### src/rtl/drop_scheduler.sv
// rtl/drop_scheduler.sv - chart walker that spawns notes into dropper slots and tallies hit/miss results
module drop_scheduler #(
    parameter int         N_SLOTS   = 8,
    parameter int         ADDR_W    = 8,
    parameter int         POINTS    = 10,
    parameter logic [7:0] START_KEY = 8'h2c,
    parameter logic [7:0] EXIT_KEY  = 8'h01
) (
    input  logic               frame_clk,
    input  logic               Reset,
    input  logic [7:0]         keycode,
    input  logic [7:0]         keycode_second,
    output logic [ADDR_W-1:0]  chart_addr,
    input  logic [15:0]        chart_time,
    input  logic [1:0]         chart_lane,
    input  logic               chart_last,
    input  logic [N_SLOTS-1:0] slot_busy,
    input  logic [N_SLOTS-1:0] slot_done,
    input  logic [N_SLOTS-1:0] slot_hit,
    output logic [N_SLOTS-1:0] spawn,
    output logic [1:0]         spawn_lane,
    output logic [15:0]        song_timer,
    output logic [15:0]        score,
    output logic [7:0]         combo,
    output logic [7:0]         max_combo,
    output logic [7:0]         dropped,
    output logic               playing,
    output logic               song_done
);
    typedef enum logic [1:0] {S_IDLE, S_PLAY, S_DRAIN, S_DONE} state_t;

    state_t              r_state, w_state_nx;
    logic [ADDR_W-1:0]   r_addr;
    logic [N_SLOTS-1:0]  r_spawn;
    logic [1:0]          r_lane;
    logic [15:0]         r_timer, r_score;
    logic [7:0]          r_combo, r_max, r_dropped;

    function automatic logic [4:0] popcount(input logic [N_SLOTS-1:0] v);
        logic [4:0] c;
        c = '0;
        for (int i = 0; i < N_SLOTS; i++) c = c + 5'(v[i]);
        return c;
    endfunction

    logic               w_start, w_exit, w_due, w_spawn_go, w_skip;
    logic [N_SLOTS-1:0] w_free, w_pick;
    logic [4:0]         w_h, w_m;
    logic [17:0]        w_score_sum;
    logic [8:0]         w_combo_sum;
    logic [15:0]        w_score_nx, w_timer_nx;
    logic [7:0]         w_combo_nx, w_max_nx, w_dropped_nx;

    assign w_start = (keycode == START_KEY) || (keycode_second == START_KEY);
    assign w_exit  = (keycode == EXIT_KEY)  || (keycode_second == EXIT_KEY);

    // A slot spawned last frame still reads idle this frame, so r_spawn doubles as the reservation mask
    assign w_free     = ~slot_busy & ~r_spawn;
    assign w_pick     = w_free & (~w_free + N_SLOTS'(1));
    assign w_due      = (r_state == S_PLAY) && (r_timer >= chart_time);
    assign w_spawn_go = w_due && (|w_free);
    assign w_skip     = w_due && !(|w_free);

    assign w_h          = popcount(slot_done & slot_hit);
    assign w_m          = popcount(slot_done & ~slot_hit);
    assign w_score_sum  = {2'b00, r_score} + 18'(w_h) * 18'(POINTS);
    assign w_score_nx   = (|w_score_sum[17:16]) ? 16'hFFFF : w_score_sum[15:0];
    assign w_combo_sum  = {1'b0, r_combo} + 9'(w_h);
    assign w_combo_nx   = ((w_m != 5'd0) || w_skip) ? 8'd0 :
                          (w_combo_sum[8] ? 8'hFF : w_combo_sum[7:0]);
    assign w_max_nx     = (w_combo_nx > r_max) ? w_combo_nx : r_max;
    assign w_dropped_nx = (w_skip && (r_dropped != 8'hFF)) ? r_dropped + 8'd1 : r_dropped;
    assign w_timer_nx   = (r_timer == 16'hFFFF) ? r_timer : r_timer + 16'd1;

    always_ff @(posedge frame_clk) begin
        if (Reset) r_state <= S_IDLE;
        else       r_state <= w_state_nx;
    end

    always_comb begin
        w_state_nx = r_state;
        case (r_state)
            S_IDLE:  if (w_start) w_state_nx = S_PLAY;
            S_PLAY:  if (w_due && chart_last) w_state_nx = S_DRAIN;
            S_DRAIN: if ((slot_busy == '0) && (r_spawn == '0) && (slot_done == '0))
                         w_state_nx = S_DONE;
            S_DONE:  if (w_exit) w_state_nx = S_IDLE;
            default: w_state_nx = S_IDLE;
        endcase
    end

    always_comb begin
        playing   = (r_state == S_PLAY) || (r_state == S_DRAIN);
        song_done = (r_state == S_DONE);
    end

    // Counters are zero throughout IDLE, so the START edge needs no separate clear
    always_ff @(posedge frame_clk) begin
        if (Reset || (r_state == S_IDLE) || ((r_state == S_DONE) && w_exit)) begin
            r_addr    <= '0;
            r_spawn   <= '0;
            r_lane    <= '0;
            r_timer   <= '0;
            r_score   <= '0;
            r_combo   <= '0;
            r_max     <= '0;
            r_dropped <= '0;
        end else if (r_state != S_DONE) begin
            r_timer   <= w_timer_nx;
            r_score   <= w_score_nx;
            r_combo   <= w_combo_nx;
            r_max     <= w_max_nx;
            r_dropped <= w_dropped_nx;
            r_spawn   <= w_spawn_go ? w_pick : '0;
            r_lane    <= w_spawn_go ? chart_lane : 2'd0;
            if (w_due && !chart_last) r_addr <= r_addr + ADDR_W'(1);
        end
    end

    assign chart_addr = r_addr;
    assign spawn      = r_spawn;
    assign spawn_lane = r_lane;
    assign song_timer = r_timer;
    assign score      = r_score;
    assign combo      = r_combo;
    assign max_combo  = r_max;
    assign dropped    = r_dropped;
endmodule

### config.mk
export PLATFORM = sky130hd
export DESIGN_NAME = drop_scheduler
export DESIGN_NICKNAME = d
export VERILOG_FILES = /design/src/rtl/drop_scheduler.sv
export SDC_FILE = /design/constraint.sdc
export NUM_CORES = 1
export LEC_CHECK = 0
export CORE_UTILIZATION = 45
export DETAILED_ROUTE_END_ITERATION = 16
export PLACE_DENSITY = 0.78
export SLEW_MARGIN = 5
export SYNTH_ARGS = -nofsm -noshare
export SYNTH_HDL_FRONTEND = slang
export SYNTH_SLANG_ARGS = --single-unit
### constraint.sdc
create_clock -name frame_clk -period 7.5 [get_ports frame_clk]
set_input_delay 1.5 -clock frame_clk [delete_from_list [all_inputs] [get_ports frame_clk]]
set_output_delay 1.5 -clock frame_clk [all_outputs]
set_load 0.1 [all_outputs]
Word-level counts from Yosys, hierarchy flattened:

Cells that the tools add are included.

* bits in registers: 76
* word-level logic and storage cells: 94
* output and inout port bits: 76
* input bits: 61

* mux-type cells: 10
* add/sub/neg operators: 20
* equality and inequality tests: 14
* $mul: 1
* bitwise operators: 9
* reductions and logical operators: 29
* magnitude comparators: 2

Operators by type and width (count)
* $and 8x8->8: 4
* $not 8->8: 4
* $add 5x1->5: 6
* $add 8x1->8 const B: 3
* $logic_not 8->1: 3
* $mux 8: 3
* $add 16x9->17: 1
* $add 16x1->16 const B: 1
* $eq 16x16->1 const B: 1
* $eq 8x1->1 const B: 2
* $eq 8x6->1 const B: 2
* $ge 16x16->1: 1
* $mux 16: 1
* $add 4x1->5: 2
* $mux 2: 5
* $add 8x5->9: 1
* $logic_and 1x1->1: 9
* $add 3x1->4: 2
* $gt 8x8->1: 1
* $mul 5x3->8 const B: 1
* $ne 8x8->1 const B: 1
* $pmux 2 s4: 1
* $reduce_and 2->1: 4
* $reduce_or 8->1: 1
* 13 further kinds: 25

Depth between registers and ports, before layout:

Gate-level depths: netlist of the first run.

* word-level depth: 14
* gate-level depth with buffers: 24
* gate-level depth less buffers: 23

Worst setup path before layout of the first run:

OpenSTA, ideal clock, no wires.

* path kind: input to register
* start point: in slot_done[0]
* end point: reg r_max[6] (netlist: max_combo[6])
* arrival: 7.023 ns
* data required time: 7.404 ns
* library setup time: 0.096 ns
* path buffers: 1
* path slack: 0.381 ns
* stages on the path: 24
* cells stage by stage: and2_1 -> fa_1 -> inv_1 -> fa_1 -> fa_1 -> inv_1 -> ha_1 -> fa_1 -> inv_1 -> fa_1 -> inv_1 -> a21o_1 -> a21oi_1 -> or4b_2 -> o21ai_0 -> nor2_1 -> ha_1 -> nand4_1 -> nor2_1 -> a21oi_1 -> o21ai_1 -> buf_1 -> nand3_1 -> o41ai_2

* cells in the longest elaborated chain, start to end: 13
* elaborated cells on any way between the ends: 23
* classes of those cells: 15 x add/sub; 1 x order compare; 2 x mux; 2 x bitwise; 3 x reduce/logical

Ends and longest elaborated chain
* from (decl): RTL line 18 `input logic [N_SLOTS-1:0] slot_done,`
* $and 8x8->8, on equally long branches: RTL line 64, 65
* $add 1x1->2: RTL line 42 `for (int i = 0; i < N_SLOTS; i++) c = c + 5'(v[i]);`
* $add 2x1->3: RTL line 42
* $add 3x1->4: RTL line 42
* $add 4x1->5: RTL line 42
* $add 5x1->5 (3 in series): RTL line 42
* $add 8x5->9 / $reduce_bool 5->1 (equally long branches): RTL line 68, 69
* $mux 8 / $logic_or 1x1->1 (equally long branches): RTL line 70, 69
* $mux 8 (*): RTL line 69 `assign w_combo_nx = ((w_m != 5'd0) || w_skip) ? 8'd0 :`
* net w_combo_nx[6]: RTL line 52 `logic [7:0] w_combo_nx, w_max_nx, w_dropped_nx;`
* $gt 8x8->1: RTL line 71 `assign w_max_nx = (w_combo_nx > r_max) ? w_combo_nx : r_max;`
* $reduce_and 2->1 (no source line)
* to (signal assigned): RTL line 112 `r_max <= w_max_nx;`
* to (decl): RTL line 37 `logic [7:0] r_combo, r_max, r_dropped;`

Mark *: on every way through the listed nets, which the timed path passes. The rest lies on a longest branch.
A chain may end at the register's enable or synchronous reset.

Final worst setup path of the first run:

* start point: in slot_done[0]
* end point: reg r_max[2] (netlist: max_combo[2])

* cells in the longest elaborated chain, start to end: 13
* elaborated cells on any way between the ends: 23
* classes of those cells: 15 x add/sub; 1 x order compare; 2 x mux; 2 x bitwise; 3 x reduce/logical

Ends and longest elaborated chain (RTL line)
* $and 8x8->8, on equally long branches: 64, 65
* $add 1x1->2: 42
* $add 2x1->3: 42
* $add 3x1->4: 42
* $add 4x1->5: 42
* $add 5x1->5 (3 in series): 42
* $add 8x5->9 / $reduce_bool 5->1 (equally long branches): 68, 69
* $mux 8 / $logic_or 1x1->1 (equally long branches): 70, 69
* $mux 8 (*): 69
* net w_combo_nx[6]: 52
* $gt 8x8->1 (*): 71
* $reduce_and 2->1 (no source line) (*)

Marked as above.

==> impl_metrics.toml, run 1 <==
[die]
die_span_x_um = 109.6
die_h_um = 109.6
dieArea_sq_um = 12010
coreArea_sq_um = 11080
floorplan.initialDensity_pct = 47.04
rows = 38
top_level_ports = 137

[routing]
detail_route.vias_per_cell = 5.710
route.antenna.remaining_nets = 0
drc = 0
vias = 5225
drt-total-wl_um = 14010
number_of_drc_markers_after_the_initial_detailed_route_iteration = 309
number_of_search_and_repair_iterations_in_the_first_detailed_routing_pass = 5
routed_wire_length_per_instance_um = 15.31

[grt]
use_met1_pct = 29.25
grt_antenna_before_repair = 0
track_usage_pct = 24.29
grt_util_met2_pct = 43.13
grt_start_max_net_pins = 62
grt_most_used_layer = "met2"
vias_in_the_first_global_route = 5072
grt_pass1_wl_um = 22910
use_met3_pct = 4.505
grt_overflow_total = 0

[yosys]
portion_of_the_post_synthesis_area_used_by_sequential_elements_pct = 29.20
synth_xor_xnor_area_share_pct = 4.538
post_synth_inst_count = 635
synth_top_family_by_area = "simple AND/OR/NAND/NOR gates"
mappedNetlistArea_sq_um = 5211
netlist_top_cells_area = "dfxtp_1, ha_1, nor2_1"
compound_gate_portion_of_the_synthesized_area_pct = 18.22
synth_top_area_cell = "dfxtp_1"
synth_edf_count = 0
simple_logic_cell_fraction_of_the_synthesized_area_pct = 24.11
post_synth_num_cell_types = 63
adder_cell_share_of_the_synthesized_area_pct = 16.71
synth_mux_area_share_pct = 1.561
netlist.area_leader.share_pct = 29.20
synth_seq_cells = 76
async_reset_ff_share_pct = 0
yosys_warnings = 0
synth_flop_type = "dfxtp_1"
synth.net_count = 759
syn_area_cell_sq_um = 8.207

[worst_setup_path]
critical_path.n_buffers_inverters = 6
critical_path.top_delay_family = "adder cells"
critical_path.cell_chain = "clkdlybuf4s50_1 -> and2_1 -> fa_1 -> inv_1 -> fa_1 -> fa_1 -> inv_1 -> ha_1 -> fa_1 -> inv_1 -> fa_1 -> inv_1 -> a21o_1 -> a21oi_1 -> or4b_2 -> o21ai_0 -> nor2_1 -> ha_1 -> nand4_1 -> nor2_1 -> a21oi_1 -> o21ai_1 -> buf_4 -> o41ai_1"
worst_ep_arrival_time_ps = 7470
cp-start-kind = "input pin"
r2r_slack_ps = 3080
largest_fanout_of_any_net_on_the_critical_path = 8
critPathRequiredTime_ps = 7710
worst_path_largest_cell_delay_ps = 650
timing.critical_path.slowest_stage_cell = "or4b_2"
crit_path_end_kind = "flip-flop"
criticalPathCategory = "input pin to flip-flop"
critical_path.most_common_cell = "fa_1"

[power]
power_switching_w = 0.0003903
worst_ir_drop_vdd_v = 0.0001420
pwr-share-comb_pct = 28.4
cellLeakagePower_nw = 2.658
p_clk_share_pct = 37.5
p_int_w = 0.0008271
p_per_area_nw_per_um2 = 172.4
pwr-share-seq_pct = 34.2
power.switching_fraction_pct = 32.06

[timing]
timing.clock.skew_ps = 8.274
maxSlewViolCount = 0
unrepaired_setup_endpoints_after_global_routing = "false"
fmaxAchievable_ghz = 0.1377
setup_viols_final = 0
final_hold_viol_count = 0
slew_at_the_pin_closest_to_its_max_slew_limit_ps = 1201
timing.final.crit_share_pct = 96.82
finalCriticalPeriod_ps = 7262
slew_headroom_pct = 19.94

[finish]
num-nets-final = 896
num_antenna_cells = 0
fin_cells = 915
area_overhead_vs_synth_pct = 35.46
final_design_area_no_fill_sq_um = 7059
post_route_cells_drive_above_1_share_pct = 5.161

[place]
dpl.cell_count = 901
post_dp_cell_area_sq_um = 6746
io_buffers = 136
gpl.final_weighted_congestion = 0.8896
dpl.hpwl_um = 10750

[worst_hold_path]
holdCritPathClass = "flip-flop to flip-flop"

[clock_network]
cts_hold_repair.buffers = 0
htreeDepth = 3
clkLatencyLatePin_ps = 330
clk_path_buf_depth = 2
cts_num_sinks = 76
cts_buffers = 9
tritoncts = "done"
clk_pin_slew_worst_paths_ps = 60
clock_root_buffer = "clkbuf_16"

[job]
max-cap-violations = 0

[outcome]
status = "finished, final reports clean"
layout by cell type, fill, tap and decap left out, drive strengths merged, types with 9 or more instances in the layout:
| master | n |
|---|---|
| a21o | 9 |
| a21oi | 38 |
| buf | 9 |
| clkbuf | 10 |
| clkdlybuf4s50 | 136 |
| dfxtp | 76 |
| fa | 11 |
| ha | 52 |
| inv | 59 |
| nand2 | 45 |
| nand3 | 38 |
| nand4 | 23 |
| nor2 | 65 |
| nor3 | 10 |
| o21ai | 20 |
| o31ai | 10 |
| o41ai | 11 |
| xnor2 | 13 |
| xor2 | 14 |
worst min-delay path, cell delays in order (launching register included):
cell,delay [ps]
dfxtp_1,310
inv_1,50
a21oi_1,50
sequential cells by signal, summed over array words and instances (netlist names):
| name | flops |
|---|---|
| score | 16 |
| dropped | 8 |
| chart_addr | 8 |
| r_state | 2 |
| spawn_lane | 2 |
| combo | 8 |
| song_timer | 16 |
| spawn | 8 |
| max_combo | 8 |
through the flow:
step / power [W] / setup WS, ps / hold WS [ps] / utilization (%) / TNS (ps)
after global routing: 0.001282 / 9.224 / 477.9 / 63.72 / 0
final: 0.001217 / 238.3 / 444.7 / 63.72 / 0
after global placement: 0.0007550 / 155.2 / 440.4 / 60.90 / 0
after floorplan: 0.0006641 / 381.5 / 589.1 / - / 0
after detailed placement: 0.0007680 / -12.21 / 442.5 / 60.90 / -28.53
after CTS: 0.001222 / 253.4 / 451.8 / 63.65 / 0
power by group through the flow:
stage | Sequential [W] | Clock [W] | Combinational, W
2_1_floorplan | 0.000451 | 0 | 0.000213
3_3_place_gp | 0.000425 | 0 | 0.000330
3_5_place_dp | 0.000425 | 0 | 0.000343
4_1_cts | 0.000416 | 0.000462 | 0.000344
5_1_grt | 0.000417 | 0.000483 | 0.000382
6_report | 0.000416 | 0.000456 | 0.000345
path summary, 6_finish.rpt:
path                                      from  depth (start not counted)      endpoint
worst max-delay path              slot_done[0]                         24  max_combo[2]
worst max register to register  song_timer[15]                         14  max_combo[2]
worst min-delay path                  score[0]                          2      score[0]
worst min register to register        score[0]                          2      score[0]
layer usage:
layer  up-vias  share of wire [%]
met5         -                  0
met4         0                1.5
met3        15                5.5
met2       191                 50
met1      2440                 43
li1       2579                  -
cells in the mapped netlist, types with 3 or more instances:
cell type,instances
dfxtp_1,76
nor2_1,65
inv_1,59
ha_1,52
nand2_1,45
nand3_1,38
a21oi_1,37
nand4_1,23
clkbuf_1,16
o21ai_0,16
xor2_1,14
xnor2_1,13
fa_1,11
nor3_1,10
o31ai_1,10
o41ai_1,10
a21o_1,9
nor4_1,8
a221oi_1,7
mux2i_1,7
nand2b_1,7
nor2b_1,7
or3_1,7
nand3b_1,6
or2_2,6
and4_1,5
o32ai_1,5
a32oi_1,4
and2_1,4
and3_1,4
or4_1,4
a211o_1,3
a211oi_1,3
a31oi_1,3
nor3b_1,3
o21ai_1,3
o22ai_1,3
cell families after synthesis:
logic type,count (synthesis)
buffers and inverters,78
AO/OA/AOI/OAI,135
XOR/XNOR,27
flip-flops,76
multiplexers,8
adder cells (fa/ha/maj),63
AND/OR/NAND/NOR,248
repair_timing:
item	4_1_cts	5_1_grt
gates resized for setup	0	1
buffers inserted	0	0
endpoints found under the setup margin	0	8
layout make-up:
type / count / area [sq um]
Fill cell: 962 / 4019
Multi-Input combinational cell: 481 / 3407
Sequential cell: 76 / 1521
Timing Repair Buffer: 145 / 1429
Clock buffer: 10 / 229.0
Inverter: 59 / 221.5
Tap cell: 140 / 175.2
Clock inverter: 4 / 76.32
No activity file was read; power rests on OpenSTA's default activity.
==> inputs of run 2 (changes only) <==
--- a/config.mk
+++ b/config.mk
@@ -7,6 +7,7 @@
 export LEC_CHECK = 0
 export CORE_UTILIZATION = 45
 export DETAILED_ROUTE_END_ITERATION = 16
+export HOLD_SLACK_MARGIN = 0.06
 export PLACE_DENSITY = 0.78
 export SLEW_MARGIN = 5
 export SYNTH_ARGS = -nofsm -noshare
==> results of run 2 <==
The final DEF is identical to that of run 1; final timing and power are the same.
==> inputs of run 3 (changes only) <==
==> constraint.sdc (replaced) <==
create_clock -name frame_clk -period 6.4 [get_ports frame_clk]
set_input_delay 1.28 -clock frame_clk [delete_from_list [all_inputs] [get_ports frame_clk]]
set_output_delay 1.28 -clock frame_clk [all_outputs]
set_load 0.1 [all_outputs]
==> run 3 against run 2 <==
  * Critical path depth down 1
  * Sequential share of layout area decreased by 1.4 points
  * Worst hold slack improved by 15 ps
  * Via count is 5.4% higher
  * Combinational power rose by 50%
  * Clock power increased by 11%
  * Die area is the same
==> impl_metrics.toml, run 3 (synthesized netlist as in run 1, its figures left out) <==
[finish]
commonest_cells_after_routing_fill_and_taps_aside = "clkdlybuf4s50_1, dfxtp_1, nor2_1"
area_overhead_vs_synth_pct = 45.19
num_antenna_cells = 0
num-nets-final = 938
most_common_cell_after_layout_fill_and_taps_aside = "clkdlybuf4s50_1"
final_design_area_no_fill_sq_um = 7566
fin_cells = 959
post_route_cells_drive_above_1_share_pct = 16.00

[worst_setup_path]
critPathRequiredTime_ps = 6630
criticalPathCategory = "input pin to flip-flop"
worst_r2r_startpoint = "song_timer[0]"
r2r.worst_path.cells = 16
r2r_slack_ps = 2300
worst_ep_arrival_time_ps = 6520
cp-start-kind = "input pin"
worst_r2r_endpoint = "max_combo[7]"
crit_path_end_kind = "flip-flop"
largest_fanout_of_any_net_on_the_critical_path = 8

[clock_network]
htreeDepth = 3
cts_hold_repair.buffers = 0
cts_buffers = 9
cts_num_sinks = 76
clock_root_buffer = "clkbuf_16"
clk_path_buf_depth = 2
clkLatencyLatePin_ps = 330
tritoncts = "done"
clk_pin_slew_worst_paths_ps = 60

[grt]
grt_overflow_total = 0
vias_in_the_first_global_route = 5487
grt_antenna_before_repair = 0
track_usage_pct = 25.60
grt_start_max_net_pins = 62
grt_pass1_wl_um = 24620

[die]
dieArea_sq_um = 12010
coreArea_sq_um = 11080
floorplan.initialDensity_pct = 47.04
die_h_um = 109.6
die_span_x_um = 109.6
rows = 38
top_level_ports = 137

[timing]
fmaxAchievable_ghz = 0.1590
timing.clock.skew_ps = 6.244
unrepaired_setup_endpoints_after_global_routing = "true"
slew_headroom_pct = 6.704
final_hold_viol_count = 0
finalCriticalPeriod_ps = 6290
slew_at_the_pin_closest_to_its_max_slew_limit_ps = 1398
setup_viols_final = 0
maxSlewViolCount = 0
timing.final.crit_share_pct = 98.28

[place]
dpl.hpwl_um = 11050
io_buffers = 136
dpl.cell_count = 933
post_dp_cell_area_sq_um = 7022
gpl.final_weighted_congestion = 0.9139

[routing]
drt-total-wl_um = 15100
vias = 5506
number_of_drc_markers_after_the_initial_detailed_route_iteration = 350
detail_route.vias_per_cell = 5.741
number_of_search_and_repair_iterations_in_the_first_detailed_routing_pass = 5
drc = 0
route.antenna.remaining_nets = 0
routed_wire_length_per_instance_um = 15.74

[job]
max-cap-violations = 0

[power]
cellLeakagePower_nw = 2.911
p_per_area_nw_per_um2 = 199.9
worst_ir_drop_vdd_v = 0.0001597

[worst_hold_path]
min_from = "score[0]"
holdCritPathClass = "flip-flop to flip-flop"
worstHoldEndpoint = "score[0]"
min_path_cells = 2

[outcome]
status = "finished, final reports clean"
run 3: worst max path at each step:
stage / cells past startpoint / endpoint / slack, ps / start
2_1_floorplan: 19 / score[0] / 10 / slot_done[0]
3_3_place_gp: 20 / score[0] / -380 / slot_done[0]
3_5_place_dp: 20 / score[10] / -610 / slot_done[0]
4_1_cts: 26 / max_combo[7] / 20 / slot_hit[1]
5_1_grt: 24 / max_combo[7] / -50 / slot_hit[3]
6_report: 23 / max_combo[7] / 110 / slot_hit[3]
run 3: metrics by stage:
step	TNS [ps]	power, W	worst slack (ps)	hold slack [ps]	utilization [%]
2_1_floorplan	0	0.0007889	13.34	589.1	-
3_5_place_dp	-12610	0.0009516	-612.7	454.1	63.38
3_3_place_gp	-7807	0.0009365	-380.9	437.3	63.38
6_report	0	0.001512	110.1	460.0	68.30
5_1_grt	-178.4	0.001581	-49.81	495.4	68.30
4_1_cts	0	0.001524	16.06	464.0	67.87
run 3: metal layers:
metal	part of all wire (%)	GRT usage, %	up-vias
met3	5.4	4.624	35
li1	-	-	2654
met5	0	0	-
met1	42	31.13	2597
met4	2.5	10.19	0
met2	50	44.52	220
run 3: final cells by class:
class	count	area, sq um
fill	866	3512
inverter	59	221.5
sequential	76	1521
multi-input combinational	481	3612
clock buffer	11	232.7
timing repair buffer	187	1742
tap	140	175.2
clock inverter	5	61.31
run 3: repair_timing:
action,CTS,global route
gates cloned,1,0
gates resized for setup,34,32
setup buffers,8,2
hold endpoints to repair,0,0
setup endpoints to repair,24,24
pin swaps,19,28
run 3: worst max-delay path, stage by stage:
cell and delay (ps):
buf_6 90, and2_4 150, fa_1 530, inv_1 50
fa_1 460, fa_1 520, inv_1 50, ha_2 200
fa_2 580, inv_2 50, fa_2 370, inv_2 50
a21o_1 130, a21oi_2 80, or4b_4 520, o21ai_2 80
nor2_1 60, ha_1 290, nand4_1 200, a21oi_2 190
o21ai_2 100, clkbuf_16 180, o41ai_2 300
run 3: power breakdown:
part	switching, W	internal (W)	leakage [nW]
Combinational	0.000305	0.000215	2.17
Sequential	0.00000778	0.000480	0.612
Clock	0.000201	0.000304	0.132
Total	0.000514	0.000999	2.91
